===== src/rtl/blackjack_pkg.sv =====
// Shared deck constants, rank constants and the dealer FSM state type.
package blackjack_pkg;

    localparam int DECK_SIZE = 52;
    localparam int RANKS     = 13;
    localparam int SUITS     = 4;

    localparam logic [3:0] RANK_ACE  = 4'd1;
    localparam logic [3:0] RANK_JACK = 4'd11;

    typedef enum logic [1:0] {
        IDLE,
        REDUCE,
        PROBE,
        DEAL
    } deal_state_t;

endpackage


===== src/rtl/card_decode.sv =====
// Combinational deck index (0..51) to rank, suit, blackjack points and ace flag.
module card_decode
    import blackjack_pkg::*;
(
    input  logic [5:0] idx,
    output logic [3:0] rank,
    output logic [1:0] suit,
    output logic [3:0] points,
    output logic       is_ace
);

    localparam logic [5:0] SUIT1_BASE = 6'(RANKS);
    localparam logic [5:0] SUIT2_BASE = 6'(2 * RANKS);
    localparam logic [5:0] SUIT3_BASE = 6'(3 * RANKS);

    logic [3:0] rem;

    // Suit is idx/13 and rank offset is idx%13, done as a compare chain.
    always_comb begin
        suit = 2'd0;
        rem  = idx[3:0];
        if (idx >= SUIT3_BASE) begin
            suit = 2'd3;
            rem  = 4'(idx - SUIT3_BASE);
        end else if (idx >= SUIT2_BASE) begin
            suit = 2'd2;
            rem  = 4'(idx - SUIT2_BASE);
        end else if (idx >= SUIT1_BASE) begin
            suit = 2'd1;
            rem  = 4'(idx - SUIT1_BASE);
        end
        rank   = rem + 4'd1;
        points = (rank >= RANK_JACK) ? 4'd10 : rank;
        is_ace = (rank == RANK_ACE);
    end

endmodule


===== src/rtl/card_dealer.sv =====
// Deals unique cards from a 52-card deck using a snapshot of the free-running count.
// Define CARD_DEALER_LFSR_EN to whiten the snapshot with a 16-bit Galois LFSR (WIDTH <= 16).
module card_dealer
    import blackjack_pkg::*;
#(
    parameter int WIDTH     = 12,
    parameter int DECK_SIZE = 52
) (
    input  logic             clk_50M,
    input  logic             i_Reset,
    input  logic [WIDTH-1:0] i_Count,
    input  logic             i_Draw,
    input  logic             i_NewDeck,
    output logic             o_Busy,
    output logic             o_CardValid,
    output logic [3:0]       o_Rank,
    output logic [1:0]       o_Suit,
    output logic [3:0]       o_Points,
    output logic             o_IsAce,
    output logic [5:0]       o_CardsLeft,
    output logic             o_Empty,
    output logic             o_DrawErr
);

    localparam logic [WIDTH-1:0] DECK_W   = WIDTH'(DECK_SIZE);
    localparam logic [5:0]       LAST_IDX = 6'(DECK_SIZE - 1);
    localparam logic [5:0]       FULL     = 6'(DECK_SIZE);

    deal_state_t            state_q, state_d;
    logic [WIDTH-1:0]       idx_q;
    logic [DECK_SIZE-1:0]   used_q;
    logic [5:0]             idx6;
    logic [WIDTH-1:0]       snap;
    logic [3:0]             dec_rank, dec_points;
    logic [1:0]             dec_suit;
    logic                   dec_ace;

    assign idx6    = idx_q[5:0];
    assign o_Empty = (o_CardsLeft == 6'd0);

`ifdef CARD_DEALER_LFSR_EN
    logic [15:0] lfsr_q;

    always_ff @(posedge clk_50M) begin
        if (i_Reset) begin
            lfsr_q <= 16'hACE1;
        end else begin
            lfsr_q <= (lfsr_q >> 1) ^ (lfsr_q[0] ? 16'hB400 : 16'h0000);
        end
    end

    assign snap = i_Count ^ lfsr_q[WIDTH-1:0];
`else
    assign snap = i_Count;
`endif

    card_decode u_decode (
        .idx    (idx6),
        .rank   (dec_rank),
        .suit   (dec_suit),
        .points (dec_points),
        .is_ace (dec_ace)
    );

    always_ff @(posedge clk_50M) begin
        if (i_Reset) begin
            state_q <= IDLE;
        end else begin
            state_q <= state_d;
        end
    end

    // A new deck overrides everything, including a draw arriving the same cycle.
    always_comb begin
        state_d = state_q;
        case (state_q)
            IDLE:    if (i_Draw && !o_Empty) state_d = REDUCE;
            REDUCE:  if (idx_q < DECK_W) state_d = PROBE;
            PROBE:   if (!used_q[idx6]) state_d = DEAL;
            DEAL:    state_d = IDLE;
            default: state_d = IDLE;
        endcase
        if (i_NewDeck) state_d = IDLE;
    end

    always_ff @(posedge clk_50M) begin
        if (i_Reset) begin
            idx_q       <= '0;
            used_q      <= '0;
            o_CardsLeft <= FULL;
            o_Busy      <= 1'b0;
            o_CardValid <= 1'b0;
            o_DrawErr   <= 1'b0;
            o_Rank      <= 4'd0;
            o_Suit      <= 2'd0;
            o_Points    <= 4'd0;
            o_IsAce     <= 1'b0;
        end else begin
            o_CardValid <= 1'b0;
            o_DrawErr   <= 1'b0;
            if (i_NewDeck) begin
                used_q      <= '0;
                o_CardsLeft <= FULL;
                o_Busy      <= 1'b0;
            end else begin
                case (state_q)
                    IDLE: begin
                        if (i_Draw) begin
                            if (o_Empty) begin
                                o_DrawErr <= 1'b1;
                            end else begin
                                idx_q  <= snap;
                                o_Busy <= 1'b1;
                            end
                        end
                    end
                    REDUCE: begin
                        if (idx_q >= DECK_W) idx_q <= idx_q - DECK_W;
                    end
                    PROBE: begin
                        // Linear probe with wrap; a free slot exists since the deck was not empty at accept.
                        if (used_q[idx6]) begin
                            idx_q <= (idx6 == LAST_IDX) ? '0 : idx_q + 1'b1;
                        end
                    end
                    DEAL: begin
                        used_q[idx6] <= 1'b1;
                        o_CardsLeft  <= o_CardsLeft - 6'd1;
                        o_Rank       <= dec_rank;
                        o_Suit       <= dec_suit;
                        o_Points     <= dec_points;
                        o_IsAce      <= dec_ace;
                        o_CardValid  <= 1'b1;
                        o_Busy       <= 1'b0;
                    end
                    default: ;
                endcase
            end
        end
    end

endmodule

===== config.mk =====
export PLATFORM = sky130hd
export DESIGN_NAME = card_dealer
export DESIGN_NICKNAME = d
export VERILOG_FILES = /design/src/rtl/blackjack_pkg.sv /design/src/rtl/card_decode.sv /design/src/rtl/card_dealer.sv
export SDC_FILE = /design/constraint.sdc
export NUM_CORES = 1
export LEC_CHECK = 0
export BUFFER_PORTS_ARGS = -buffer_cell sky130_fd_sc_hd__clkbuf_2
export CAP_MARGIN = 25
export CORE_ASPECT_RATIO = 1.5
export CORE_MARGIN = 8
export CORE_UTILIZATION = 55
export DETAILED_ROUTE_END_ITERATION = 7
export GPL_TIMING_DRIVEN = 1
export PLACE_DENSITY = 0.74
export SLEW_MARGIN = 20
export SYNTH_ARGS = -nofsm -noshare
export SYNTH_HDL_FRONTEND = slang
export SYNTH_SLANG_ARGS = --single-unit

===== constraint.sdc =====
create_clock -name clk_50M -period 3.62 [get_ports clk_50M]
set_input_delay 0.181 -clock clk_50M [delete_from_list [all_inputs] [get_ports clk_50M]]
set_output_delay 0.181 -clock clk_50M [all_outputs]
set_load 0.02 [all_outputs]

==> run_results.csv, run 1 <==
group,metric,value,unit
timing,relSlewSlack,36.2,%
worst_setup_path,cp-start-kind,"flip-flop",
synthesis,yosysTopAreaCellShare,36.5,%
timing,hold_viol,0,
die,die_h,129,um
worst_setup_path,endpoint_kind,"flip-flop",
routing,wirelength,12000,um
die,fp.dieArea,11800,um2
timing,post-route-period-util,90.6,%
clock_network,post_cts_buffers,0,
clock_network,path_clk_slew,0.07,ns
min_path,hold_path_class,"in -> reg",
grt,grt_start_max_net_pins,58,
finish,instances_no_fill,702,
finish,fin_nets,629,
place,port-buffer-count,36,
grt,grt_pass1_vias,4017,
finish,syn2layout_area_growth,11.6,%
routing,vias,4318,
die,coreArea,8360,um2
clock_network,numCtsBuffers,9,
die,rows,41,
timing,drv_slew,0,
synthesis,synth_most_common_cell,"dfxtp_1",
finish,drive_gt1_share,15.0,%
synthesis,yosys_warnings,0,
synthesis,synth-main-ff-cell,"dfxtp_1",
routing,drt_pass1_iterations,5,
clock_network,worstSkewPairLatency,0.34,ns
timing,rsz0062_at_grt,"false",
clock_network,cts_resized,0,
worst_setup_path,required,3.90,ns
clock_network,cts.sinks,86,
power,p_leak,1.98,nW
clock_network,cts_tree,"done",
place,dp_hpwl,8470,um
worst_setup_path,crit_end,"o_Points[0]$_SDFFE_PP0P_",
grt,antenna_found_initial,0,
worst_setup_path,crit_arrival,3.56,ns
place,pre_cts_slack,0.460,ns
clock_network,clock-root-buffer,"clkbuf_16",
synthesis,synth_edf_count,0,
finish,diodes,0,
place,dp.cells,686,
worst_setup_path,path_max_fanout,20,
routing,drc,0,
timing,fin_worst_skew,0.00563,ns
timing,fmax,305,MHz
timing,worstMarginPinSlew,0.950,ns
power,irDropWorstVdd,0.306,mV
worst_setup_path,critical_path.startpoint,"idx_q[3]$_SDFFE_PP0P_",
synthesis,yosysTopAreaCell,"dfxtp_1",
timing,worst_slack,0.340,ns
die,boundaryPins,37,
routing,drtIter0Drc,299,
synthesis,synth_area,4710,um2
synthesis,yosysSeqAreaShare,36.5,%
power,power_density,439,nW/um2
place,gp_congestion,0.921,
run,cap_violations,0,
worst_setup_path,rrSetupSlack,0.34,ns
synthesis,syn_nets,609,
clock_network,holdBufCountCts,0,
worst_setup_path,crit_type,"reg -> reg",
outcome,status,"complete, no violations",
routing,vias_per_cell,6.15,
synthesis,yosys-top-cells-area,"dfxtp_1, a21oi_1, nor2_1, ha_1, mux2i_1",
synthesis,synth_area_per_cell,8.25,um2
worst_setup_path,r2r_end,"o_Points[0]$_SDFFE_PP0P_",
synthesis,ys_types,69,
routing,ant_nets,0,
synthesis,ys_ff_latch,86,
grt,grt_overflow_total,0,
worst_setup_path,rr_worst_depth,11,
routing,wl_per_cell,17.1,um
worst_setup_path,r2r_start,"idx_q[3]$_SDFFE_PP0P_",
synthesis,syn_inst,571,
timing,tns,0,ns
clock_network,clk_path_buf_depth,2,
grt,grt_use_total,20.4,%
timing,period_needed,3.28,ns
synthesis,synth.cells.most_frequent,"dfxtp_1, nor2_1, a21oi_1",
synthesis,async_reset_ff_share,0,%
clock_network,htreeDepth,3,
die,die_w,91.6,um
timing,setup_viol,0,
die,initial_core_util,56.3,%
grt,grt_pass1_wl,19800,um
## per-layer routing
metal	routed length [um]	up-vias	track usage, %
met3	531	37	3.94
met5	0	-	0
met4	418	0	11.6
met1	5080	2067	23.6
li1	-	2089	-
met2	5970	125	34.6
## worst max-delay path: stages, from the launching register on
cell	delay, ns
dfxtp_1	0.80
inv_1	0.21
ha_1	0.26
a211o_1	0.39
nand2_1	0.16
o21ai_0	0.13
a22o_1	0.23
o21a_1	0.13
ha_1	0.22
xnor2_1	0.16
or3_1	0.36
a31oi_1	0.15
## state kept, by name (all words and copies together) (netlist names), 2 cells and up
name,cells
idx_q,12
o_CardsLeft,6
o_Points,4
o_Rank,4
o_Suit,2
state_q,2
used_q,52
## report_power, final
group | switching [mW] | total [mW] | internal [mW]
logic | 0.237 | 0.384 | 0.147
registers | 0.0331 | 0.993 | 0.960
clock network | 0.393 | 0.931 | 0.538
## cells by family after synthesis
logic type | after synthesis | share of synthesized area (%)
simple gates | 207 | 20.9
compound gates | 159 | 22.4
flops | 86 | 36.5
buf+inv | 61 | 5.55
mux | 26 | 6.96
fa+ha+maj | 22 | 5.84
xor+xnor | 10 | 1.86
## worst min path at each step
stage	startpoint	endpoint	slack (ns)	depth (start not counted)
finish	i_Draw	o_DrawErr$_SDFF_PP0_	0.09	3
global route	i_Draw	o_DrawErr$_SDFF_PP0_	0.08	3
CTS	i_Draw	o_DrawErr$_SDFF_PP0_	0.08	3
detailed placement	i_Draw	o_DrawErr$_SDFF_PP0_	0.45	3
global placement	i_Draw	o_DrawErr$_SDFF_PP0_	0.43	3
floorplan	i_Reset	o_CardValid$_SDFF_PP0_	0.28	1
## stage by stage
step / cell area [um2] / util (%) / power, mW / hold slack (ns)
final: 5260 / 62.9 / 2.31 / 0.0943
after global placement: 4940 / 59.1 / 1.38 / 0.432
after floorplan: 4710 / - / 1.29 / 0.276
after detailed placement: 4940 / 59.1 / 1.39 / 0.446
after global routing: 5260 / 62.9 / 2.41 / 0.0822
after CTS: 5240 / 62.6 / 2.31 / 0.0845
## layout by cell type (no fill, tap or decap), types with 15 or more instances in the layout
cell type	Yosys	layout
a21oi_1	73	73
clkbuf_2	0	36
dfxtp_1	86	86
ha_1	22	22
inv_1	15	15
mux2i_1	20	20
nand2_1	38	38
nand3_1	16	16
nor2_1	82	82
## area by class of cell
cell class / instances / area (um2)
clock buffers: 9 / 225
multi-input cells: 424 / 2730
clock inverters: 6 / 71.3
fillers: 740 / 3110
inverters: 19 / 71.3
well taps: 107 / 134
repair buffers: 51 / 305
flip-flops and latches: 86 / 1720
No activity file was read; power rests on OpenSTA's default activity.
==> run 2, diff against run 1 <==
- REMOVE_ABC_BUFFERS: unset -> 1
- TNS_END_PERCENT: unset -> 50
==> run_results.csv, run 2 (same netlist as run 1, synthesis figures left out) <==
group,metric,value,unit
timing,relSlewSlack,28.8,%
finish,reg_top3,"used_q: 52 flops, idx_q: 12 flops, o_CardsLeft: 6 flops",
routing,vias,4302,
clock_network,numCtsBuffers,9,
clock_network,path_clk_slew,0.06,ns
worst_setup_path,r2r_start,"idx_q[2]$_SDFFE_PP0P_",
die,die_h,129,um
die,fp.dieArea,11800,um2
min_path,min_from,"i_Draw",
place,pre_cts_slack,0.433,ns
worst_setup_path,endpoint_kind,"flip-flop",
grt,antenna_found_initial,0,
timing,tns,0,ns
clock_network,cts.sinks,86,
finish,diodes,0,
clock_network,worstSkewPairLatency,0.34,ns
finish,drive_gt1_share,14.7,%
finish,top_register,"used_q",
routing,drc,0,
worst_setup_path,required,3.87,ns
grt,grt_pass1_vias,4083,
clock_network,htreeDepth,3,
worst_setup_path,crit_arrival,3.51,ns
clock_network,cts_resized,0,
timing,post-route-period-util,90.0,%
power,irDropWorstVdd,0.374,mV
timing,rsz0062_at_grt,"false",
finish,final_common_cell,"dfxtp_1",
power,p_leak,1.96,nW
worst_setup_path,rr_worst_depth,12,
power,p_total,2.20,mW
min_path,hold_depth,3,
routing,drtIter0Drc,390,
grt,grt_start_max_net_pins,58,
routing,drt_pass1_iterations,5,
die,coreArea,8360,um2
die,die_w,91.6,um
place,dp_hpwl,8940,um
finish,fillers,727,
timing,fin_worst_skew,0.00648,ns
power,power_density,423,nW/um2
grt,grt_use_total,21.2,%
routing,wl_per_cell,17.7,um
die,boundaryPins,37,
place,dpl_cell_area,4940,um2
run,cap_violations,0,
worst_setup_path,path_max_fanout,11,
min_path,min_to,"o_DrawErr$_SDFF_PP0_",
worst_setup_path,crit_type,"reg -> reg",
finish,layout_common_cells,"dfxtp_1, nor2_1, a21oi_1",
clock_network,clk_path_buf_depth,2,
place,port-buffer-count,36,
min_path,hold_path_class,"in -> reg",
place,gp_congestion,0.865,
timing,fmax,307,MHz
finish,final_core_utilization,62.2,%
clock_network,clock-root-buffer,"clkbuf_16",
timing,worstMarginPinSlew,1.06,ns
die,initial_core_util,56.3,%
grt,grt_overflow_total,0,
routing,wirelength,12400,um
finish,finish.instance_area,5200,um2
timing,setup_viol,0,
die,rows,41,
outcome,status,"complete, no violations",
worst_setup_path,cp-start-kind,"flip-flop",
worst_setup_path,rrSetupSlack,0.36,ns
routing,vias_per_cell,6.15,
clock_network,post_cts_buffers,0,
finish,syn2layout_area_growth,10.5,%
timing,drv_slew,0,
timing,period_needed,3.26,ns
finish,largest_reg_flops,52,
clock_network,cts_tree,"done",
grt,grt_pass1_wl,20300,um
routing,ant_nets,0,
timing,worst_slack,0.363,ns
timing,hold_viol,0,
finish,fin_nets,628,
worst_setup_path,r2r_end,"o_Points[0]$_SDFFE_PP0P_",
clock_network,holdBufCountCts,0,
-- run 2: changes by cell type in the layout (fill, tap and decap cells not counted), sizes merged --
| cell | delta |
|---|---|
| bufinv | -1 |
| buf | -1 |
| inv | -2 |
| clkbuf | +1 |
| clkinvlp | +1 |
-- run 2: report_power, final --
part / internal (mW) / switching (mW) / total, mW / leakage, nW
clock: 0.473 / 0.355 / 0.828 / 0.126
sequential: 0.961 / 0.0290 / 0.990 / 0.695
combinational: 0.143 / 0.242 / 0.385 / 1.14
total: 1.58 / 0.626 / 2.20 / 1.96
-- run 2: worst max-delay path, stage by stage, from the launching register on --
cell     delay (ns)
dfxtp_1        0.34
buf_4          0.18
inv_1          0.17
ha_1           0.25
a21o_1         0.21
a221o_1        0.41
o21ai_0        0.28
xnor2_1        0.26
inv_1          0.09
ha_1           0.25
xnor2_1        0.17
or3_1          0.37
a31oi_1        0.18
-- run 2: worst max path at each step --
stage | start | endpoint | cells after the start
2_1_floorplan | idx_q[1]$_SDFFE_PP0P_ | o_Points[0]$_SDFFE_PP0P_ | 11
3_3_place_gp | idx_q[2]$_SDFFE_PP0P_ | o_Points[0]$_SDFFE_PP0P_ | 12
3_5_place_dp | idx_q[2]$_SDFFE_PP0P_ | o_Points[0]$_SDFFE_PP0P_ | 12
4_1_cts | idx_q[2]$_SDFFE_PP0P_ | o_Points[0]$_SDFFE_PP0P_ | 12
5_1_grt | idx_q[2]$_SDFFE_PP0P_ | o_Points[0]$_SDFFE_PP0P_ | 12
6_report | idx_q[2]$_SDFFE_PP0P_ | o_Points[0]$_SDFFE_PP0P_ | 12
-- run 2: metal layers --
layer	GRT usage [%]	share of wire, %	up-vias
met5	0	0	-
met4	13.6	4.0	0
met3	3.65	5.4	37
met2	36.3	50	152
met1	23.8	40	2035
li1	-	-	2078
-- run 2: metrics by stage --
step,hold WS (ns),cells
after CTS,0.0980,700
after global placement,0.434,686
after detailed placement,0.449,686
after floorplan,0.250,529
final,0.107,700
after global routing,0.105,700
-- run 2: area by class of cell --
type | instances | area (um2) | share of cell area, %
Multi-Input combinational cell | 424 | 2730 | 52.4
Tap cell | 107 | 134 | 2.57
Timing Repair Buffer | 50 | 285 | 5.48
Clock inverter | 4 | 25.0 | 0.481
Sequential cell | 86 | 1720 | 33.1
Inverter | 19 | 71.3 | 1.37
Clock buffer | 10 | 239 | 4.59
==> run 3, diff against run 2 <==
- CTS_CLUSTER_SIZE: unset -> 16
- clock period: 3.62 -> 4.2 ns (I/O delays scaled with it)
==> run_results.csv, run 3 (same netlist as run 1, synthesis figures left out) <==
group,metric,value,unit
place,port-buffer-count,36,
timing,relSlewSlack,46.0,%
routing,wirelength,12400,um
timing,rsz0062_at_grt,"false",
die,coreArea,8360,um2
clock_network,cts_resized,0,
die,rows,41,
clock_network,worstSkewPairLatency,0.34,ns
grt,grt_use_total,21.7,%
power,p_leak,1.94,nW
routing,drc,0,
routing,ant_nets,0,
timing,fmax,283,MHz
finish,final_common_cell,"dfxtp_1",
clock_network,clk_path_buf_depth,2,
routing,route.met2.wl,6330,um
worst_setup_path,endpoint_kind,"flip-flop",
timing,post-route-period-util,84.0,%
routing,wl_met1,5040,um
routing,vias,4257,
worst_setup_path,path_max_fanout,14,
min_path,hold_depth,3,
timing,hold_viol,0,
timing,drv_slew,0,
finish,syn2layout_area_growth,10.4,%
min_path,min_to,"o_DrawErr$_SDFF_PP0_",
routing,vias_per_cell,6.14,
worst_setup_path,cp-start-kind,"flip-flop",
finish,drive_gt1_share,13.1,%
worst_setup_path,rrSetupSlack,0.67,ns
grt,grt_pass1_wl,20700,um
timing,fin_worst_skew,0.00762,ns
min_path,hold_path_class,"in -> reg",
worst_setup_path,crit_arrival,3.80,ns
finish,reg_top3,"used_q: 52 flops, idx_q: 12 flops, o_CardsLeft: 6 flops",
die,die_w,91.6,um
routing,top_layer_used,"met4",
clock_network,htreeDepth,3,
die,die_h,129,um
place,gp_congestion,0.919,
place,dp.cells,676,
die,initial_core_util,56.3,%
finish,largest_reg_flops,52,
clock_network,clock-root-buffer,"clkbuf_16",
place,dp_hpwl,8520,um
clock_network,numCtsBuffers,9,
worst_setup_path,r2r_end,"o_Points[0]$_SDFFE_PP0P_",
timing,worstMarginPinSlew,0.805,ns
die,fp.dieArea,11800,um2
routing,wl_met3,667,um
finish,fin_nets,619,
power,p_total,2.03,mW
grt,antenna_found_initial,0,
worst_setup_path,critical_path.startpoint,"idx_q[2]$_SDFFE_PP0P_",
timing,setup_viol,0,
die,boundaryPins,37,
routing,drtIter0Drc,368,
finish,fillers,761,
timing,hold_ws,0.120,ns
grt,grt_pass1_vias,4152,
run,cap_violations,0,
worst_setup_path,rr_worst_depth,11,
finish,layout_common_cells,"dfxtp_1, nor2_1, a21oi_1",
worst_setup_path,required,4.47,ns
clock_network,path_clk_slew,0.06,ns
clock_network,cts_tree,"done",
clock_network,cts.sinks,86,
finish,final_core_utilization,62.2,%
worst_setup_path,r2r_start,"idx_q[2]$_SDFFE_PP0P_",
finish,top_register,"used_q",
routing,drt_pass1_iterations,4,
power,power_density,390,nW/um2
grt,grt_overflow_total,0,
finish,multi_input_area,2730,um2
min_path,min_from,"i_Draw",
worst_setup_path,crit_type,"reg -> reg",
finish,diodes,0,
finish,ff_latch_area,1720,um2
clock_network,holdBufCountCts,0,
routing,wl_per_cell,17.9,um
finish,instances_no_fill,693,
timing,tns,0,ns
outcome,status,"complete, no violations",
timing,period_needed,3.53,ns
grt,grt_start_max_net_pins,58,
clock_network,post_cts_buffers,0,
power,irDropWorstVdd,0.352,mV
[run 3: changes by cell type in the layout (fill, tap and decap cells not counted), sizes merged]
cell | previous run | this run
buf | 14 | 5
clkbuf | 46 | 49
clkinvlp | 2 | 1
bufinv | 0 | 2
clkinv | 6 | 4
[run 3: per-layer routing]
metal | up-vias | global-route usage, %
li1 | 2059 | -
met1 | 2020 | 24.4
met2 | 147 | 37.8
met3 | 31 | 4.34
met4 | 0 | 11.3
met5 | - | 0
[run 3: through the flow]
stage | cell area [um2] | worst slack [ns]
after detailed placement | 4860 | 0.761
after global routing | 5200 | 0.344
after floorplan | 4520 | 0.780
after global placement | 4860 | 0.893
final | 5200 | 0.670
after CTS | 5180 | 0.713
[run 3: worst max path at each step]
stage | slack [ns] | to | depth (start not counted)
after global routing | 0.34 | o_Points[0]$_SDFFE_PP0P_ | 11
after detailed placement | 0.76 | o_Points[0]$_SDFFE_PP0P_ | 11
final | 0.67 | o_Points[0]$_SDFFE_PP0P_ | 11
after floorplan | 0.78 | o_Points[0]$_SDFFE_PP0P_ | 11
after CTS | 0.71 | o_Points[0]$_SDFFE_PP0P_ | 11
after global placement | 0.89 | o_Points[0]$_SDFFE_PP0P_ | 11
[run 3: worst max-delay path, stage by stage (launching register included)]
cell      delay, ns
dfxtp_1        0.59
inv_1          0.28
ha_1           0.27
a21o_1         0.21
a221oi_2       0.51
o21ai_0        0.25
a22o_1         0.30
o21a_1         0.14
ha_1           0.22
xnor2_1        0.16
or3_1          0.36
a31oi_1        0.15
[run 3: final cells by class]
cell class / instances / share of cell area [%]
timing repair buffer: 41 / 4.43
multi-input combinational: 424 / 52.4
tap: 107 / 2.57
clock inverter: 3 / 1.30
clock buffer: 13 / 4.81
sequential: 86 / 33.1
inverter: 19 / 1.37
[run 3: power by group]
group / internal [mW] / switching (mW) / total [mW]
sequential: 0.828 / 0.0327 / 0.860
clock: 0.538 / 0.319 / 0.857
combinational: 0.116 / 0.198 / 0.314
